## config.mk

```make
export PLATFORM = sky130hd
export DESIGN_NAME = xc_malu_long_seq
export DESIGN_NICKNAME = d
export VERILOG_FILES = /design/src/rtl/xc_malu_long_seq.sv
export SDC_FILE = /design/constraint.sdc
export NUM_CORES = 1
export LEC_CHECK = 0
export CORE_MARGIN = 8
export CORE_UTILIZATION = 45
export CTS_CLUSTER_SIZE = 20
export DETAILED_ROUTE_END_ITERATION = 6
export DONT_BUFFER_PORTS = 1
export PLACE_DENSITY = 0.65
export SYNTH_ARGS = -nofsm -noshare
export SYNTH_HDL_FRONTEND = slang
export SYNTH_SLANG_ARGS = --single-unit
```

## constraint.sdc

```tcl
create_clock -name g_clk -period 4.1 [get_ports g_clk]
set_input_delay 1.23 -clock g_clk [delete_from_list [all_inputs] [get_ports g_clk]]
set_output_delay 1.23 -clock g_clk [all_outputs]
set_load 0.05 [all_outputs]
```

## src/rtl/xc_malu_long_seq.sv

```systemverilog
// Self-sequencing multi-precision unit for xc.madd.3 / xc.msub.3 / xc.macc / xc.mmul.3.
// Accepts one request over valid/ready and returns a two-limb result over valid/ready.
module xc_malu_long_seq #(
   parameter int XLEN     = 32,
   parameter int MUL_BITS = 1
) (
   input  logic            g_clk,
   input  logic            g_resetn,
   input  logic            flush,
   input  logic            req_valid,
   output logic            req_ready,
   input  logic [1:0]      req_op,
   input  logic [XLEN-1:0] rs1,
   input  logic [XLEN-1:0] rs2,
   input  logic [XLEN-1:0] rs3,
   output logic            rsp_valid,
   input  logic            rsp_ready,
   output logic [XLEN-1:0] rsp_lo,
   output logic [XLEN-1:0] rsp_hi,
   output logic            busy
);

   localparam int STEPS = XLEN / MUL_BITS;
   localparam int CNT_W = $clog2(STEPS);

   localparam logic [1:0] OP_MADD = 2'b00;
   localparam logic [1:0] OP_MSUB = 2'b01;
   localparam logic [1:0] OP_MACC = 2'b10;
   localparam logic [1:0] OP_MMUL = 2'b11;

   typedef enum logic [2:0] {IDLE, MUL, CALC, CARRY, DONE} state_t;

   state_t            state, state_nxt;
   logic [1:0]        op;
   logic [XLEN-1:0]   op_a, op_b, op_c;
   logic [XLEN-1:0]   acc_lo, acc_hi;
   logic              carry;
   logic [CNT_W-1:0]  count;
   logic              accept;

   logic [XLEN-1:0]          add_x, add_y;
   logic                     add_cin;
   logic [XLEN:0]            add_sum;
   logic [MUL_BITS-1:0]      mul_top;
   logic [XLEN+MUL_BITS-1:0] mul_pp;
   logic [2*XLEN-1:0]        acc_step;

   assign accept    = req_valid && (state == IDLE) && !flush;
   assign req_ready = (state == IDLE);
   assign busy      = (state != IDLE);
   assign rsp_valid = (state == DONE);
   assign rsp_lo    = acc_lo;
   assign rsp_hi    = acc_hi;

   // One XLEN-bit adder serves every CALC and CARRY step; msub is a + ~b + ~c0.
   always_comb begin
      add_x   = '0;
      add_y   = '0;
      add_cin = 1'b0;
      case (state)
         CALC: begin
            case (op)
               OP_MADD: begin add_x = op_a;   add_y = op_b;  add_cin = op_c[0];  end
               OP_MSUB: begin add_x = op_a;   add_y = ~op_b; add_cin = ~op_c[0]; end
               OP_MACC: begin add_x = op_b;   add_y = op_c;  end
               default: begin add_x = acc_lo; add_y = op_c;  end
            endcase
         end
         CARRY: begin add_x = acc_hi; add_cin = carry; end
         default: ;
      endcase
   end

   assign add_sum  = {1'b0, add_x} + {1'b0, add_y} + {{XLEN{1'b0}}, add_cin};
   assign mul_top  = op_b[XLEN-1 -: MUL_BITS];
   assign mul_pp   = {{MUL_BITS{1'b0}}, op_a} * {{XLEN{1'b0}}, mul_top};
   assign acc_step = ({acc_hi, acc_lo} << MUL_BITS) + {{(XLEN-MUL_BITS){1'b0}}, mul_pp};

   always_ff @(posedge g_clk or negedge g_resetn) begin
      if (!g_resetn) state <= IDLE;
      else           state <= state_nxt;
   end

   always_comb begin
      state_nxt = state;
      case (state)
         IDLE:    if (accept) state_nxt = (req_op == OP_MMUL) ? MUL : CALC;
         MUL:     if (count == '0) state_nxt = CALC;
         CALC:    state_nxt = (op == OP_MADD || op == OP_MSUB) ? DONE : CARRY;
         CARRY:   state_nxt = DONE;
         DONE:    if (rsp_ready) state_nxt = IDLE;
         default: state_nxt = IDLE;
      endcase
      if (flush) state_nxt = IDLE;
   end

   // Datapath freezes on flush so the result registers keep their last contents.
   always_ff @(posedge g_clk or negedge g_resetn) begin
      if (!g_resetn) begin
         op     <= 2'b00;
         op_a   <= '0;
         op_b   <= '0;
         op_c   <= '0;
         acc_lo <= '0;
         acc_hi <= '0;
         carry  <= 1'b0;
         count  <= '0;
      end else if (!flush) begin
         case (state)
            IDLE: begin
               if (accept) begin
                  op    <= req_op;
                  op_a  <= rs1;
                  op_b  <= rs2;
                  op_c  <= rs3;
                  carry <= 1'b0;
                  if (req_op == OP_MMUL) begin
                     acc_lo <= '0;
                     acc_hi <= '0;
                     count  <= CNT_W'(STEPS - 1);
                  end
               end
            end
            MUL: begin
               {acc_hi, acc_lo} <= acc_step;
               op_b             <= op_b << MUL_BITS;
               count            <= count - CNT_W'(1);
            end
            CALC: begin
               acc_lo <= add_sum[XLEN-1:0];
               carry  <= add_sum[XLEN];
               case (op)
                  OP_MADD: acc_hi <= {{(XLEN-1){1'b0}}, add_sum[XLEN]};
                  OP_MSUB: acc_hi <= {{(XLEN-1){1'b0}}, ~add_sum[XLEN]};
                  OP_MACC: acc_hi <= op_a;
                  default: ;
               endcase
            end
            CARRY:   acc_hi <= add_sum[XLEN-1:0];
            default: ;
         endcase
      end
   end

endmodule

```

==> results.sh <==
export IMPL_wire_per_inst_um=24.1
export IMPL_violations="setup timing"
export IMPL_synth_top_cell_area_share_pct=31.8
export IMPL_fp_dieH_um=189
export IMPL_tightest_slew_ns=0.949
export IMPL_dr_pass1_iters=5
export IMPL_nFillCells=2777
export IMPL_yosys_top_cells_area="dfrtp_1 32%, a21oi_1 6.9%, nor2_1 6.6%, ha_1 6.3%, mux2_2 5.5%"
export IMPL_rsz0062_at_grt="yes"
export IMPL_area_delta_synth_final_pct=17.9
export IMPL_design_power_total_uw=15000
export IMPL_async_flop_share_pct=100
export IMPL_hp_class="in -> async"
export IMPL_syn_area_mm2=0.0135
export IMPL_route_detailed_drc=0
export IMPL_grt_max_degree=172
export IMPL_syn_nets=1813
export IMPL_power_density_mw_per_mm2=944
export IMPL_antenna_found_initial=0
export IMPL_dieArea_mm2=0.0357
export IMPL_std_cell_rows=63
export IMPL_syn_inst=1639
export IMPL_yosys_area_top_type="dfrtp_1"
export IMPL_finalHoldViolations=0
export IMPL_clk_pin_slew_ns=0.07
export IMPL_drive_above_1_share_pct=20.8
export IMPL_finClkSkew_ns=0.0118
export IMPL_fmax_mhz=243
export IMPL_insertion_delay_ns=0.46
export IMPL_coreArea_mm2=0.0296
export IMPL_layout_commonest_cell="nor2_1"
export IMPL_maxCapViolCount=0
export IMPL_period_share_pct=100
export IMPL_drtIter0Drc=1430
export IMPL_synth_distinct_cells=77
export IMPL_synth_warnings=0
export IMPL_num_vias=13200
export IMPL_avgSynthCellArea_um2=8.21
export IMPL_chipWidth_um=189
export IMPL_cts_buffer_depth=2
export IMPL_status="finished, violations left"
export IMPL_cts_root_buf="clkbuf_16"
export IMPL_grt_pass1_vias=12600
export IMPL_synth_edf_count=0
export IMPL_synth_seq_cells=171
export IMPL_nNetsFinal=1888
export IMPL_critPathRequiredTime_ns=4.43
export IMPL_fin_setup_tns_ns=-0.0168
export IMPL_diodes=0
export IMPL_cp_end_kind="flip-flop"
export IMPL_num_io_pins=170
export IMPL_numCtsBuffers=17
export IMPL_leakagePower_uw=0.00693
export IMPL_start_util_pct=45.5
export IMPL_synth_main_ff_cell="dfrtp_1"
export IMPL_grt_overflow_total=0
export IMPL_critPathMaxFanout=5
export IMPL_drv_slew=0
export IMPL_crit_type="reg -> reg"
export IMPL_htreeDepth=4
export IMPL_grt_pass1_wl_um=76900
export IMPL_finalCriticalPeriod_ns=4.12
export IMPL_setup_viol=2
export IMPL_grt_use_total_pct=28.0
export IMPL_slew_headroom_pct=36.7
export IMPL_setup_ws_ns=-0.0164
export IMPL_viasPerCell=6.25
export IMPL_layout_common_cells="236 x nor2_1, 179 x a21oi_1, 174 x nand2_1"
export IMPL_ys_seq_area_share_pct=31.8
export IMPL_wl_um=51000
export IMPL_gp_congestion=0.964
export IMPL_io_buffers=0
export IMPL_peakVddDrop_mv=0.593
export IMPL_cp_start_kind="flip-flop"
export IMPL_post_dp_hpwl_um=39200
export IMPL_cp_arrival_ns=4.45
export IMPL_cts_tree="built"
export IMPL_ant_nets=0
export IMPL_numClockSinks=171
[synth_stat cells (all sizes together), types with 14 or more instances]
| master | count |
|---|---|
| nor4 | 15 |
| a221oi | 26 |
| a21o | 24 |
| o211ai | 14 |
| a31oi | 37 |
| xnor2 | 54 |
| nand4 | 22 |
| a22oi | 54 |
| inv | 23 |
| o21ai | 66 |
| buf | 30 |
| and2 | 42 |
| ha | 68 |
| clkbuf | 90 |
| mux2i | 34 |
| a21oi | 187 |
| nand2 | 175 |
| dfrtp | 171 |
| xor2 | 31 |
| a211oi | 15 |
| nor2 | 237 |
| nand3 | 22 |
| mux2 | 66 |
[routing by layer]
layer,share of wire [%],vias to the layer above,global-route usage (%)
li1,-,6080,-
met1,44,6405,40.3
met2,41,656,38.8
met3,11,90,8.85
met4,3.0,0,9.35
met5,0,-,0
[worst paths after layout]
kind,start,to,slack [ns],cells after the start
worst max-delay path,op[0],rsp_hi[25],-0.02,20
worst min-delay path,g_resetn,op_c[4],0.47,0
worst max register to register,op[0],rsp_hi[25],-0.02,20
worst min register to register,count[0],count[0],0.51,1
max in group asynchronous,g_resetn,rsp_lo[27],3.39,0
min in group g_clk,count[0],count[0],0.51,1
[area by class of cell]
class / count / area, um2 / share of cell area [%]
Inverter: 23 / 86.3 / 0.544
Sequential cell: 171 / 4280 / 27.0
Multi-Input combinational cell: 1325 / 8980 / 56.6
Clock inverter: 10 / 140 / 0.883
Clock buffer: 22 / 474 / 2.99
Timing Repair Buffer: 176 / 1420 / 8.93
Tap cell: 390 / 488 / 3.08
[cell families after synthesis]
| logic type | Yosys count | synth area share, % |
|---|---|---|
| and+or+nand+nor | 576 | 19.8 |
| AOI/OAI and AO/OA | 493 | 23.7 |
| DFF | 171 | 31.8 |
| buffers and inverters | 143 | 4.30 |
| muxes | 100 | 8.06 |
| xor gates and xnor gates | 85 | 5.53 |
| adders and majority gates | 71 | 6.77 |
[power by group]
part / switching (uW) / total [uW] / internal (uW)
Combinational: 5780 / 9600 / 3810
Sequential: 1260 / 3650 / 2390
Clock: 722 / 1730 / 1010
Total: 7760 / 15000 / 7210
[stage by stage]
stage | std cells | util [%] | instance area (um2) | hold slack, ns | worst slack, ns
2_1_floorplan | 1639 | - | 13500 | 0.462 | 0.000868
3_3_place_gp | 2070 | 49.9 | 14800 | 0.485 | -0.192
3_5_place_dp | 2070 | 49.9 | 14800 | 0.496 | -0.256
4_1_cts | 2104 | 52.3 | 15500 | 0.454 | -0.0123
5_1_grt | 2117 | 53.7 | 15900 | 0.451 | -0.222
6_report | 2117 | 53.7 | 15900 | 0.470 | -0.0164
[what timing repair did]
item / 4_1_cts / 5_1_grt
hold buffers: 0 / 0
resized for setup: 14 / 58
setup buffers: 2 / 12
hold endpoints to repair: 0 / 0
setup endpoints to repair: 15 / 34
cloned: 0 / 1
pin swaps: 9 / 29
[state kept, by name, indices dropped and copies added (netlist names)]
register  cells
op_b         32
count         5
carry         1
op_c         32
rsp_hi       32
op            2
rsp_lo       32
state         3
op_a         32
[critical path: stages (launching register included)]
cell,delay [ns]
dfrtp_1,0.42
ha_2,0.20
or2_4,0.30
buf_12,0.15
a22oi_2,0.14
nor2_1,0.05
a21oi_1,0.12
nor2_1,0.06
a21oi_1,0.15
nor2_1,0.08
ha_1,0.32
o211ai_1,0.24
o211ai_1,0.21
a21oi_2,0.20
o211ai_1,0.11
buf_4,0.17
a31oi_4,0.26
xnor2_2,0.14
a222oi_1,0.42
buf_4,0.19
o21ai_0,0.07
(Power assumes the default switching activity.)
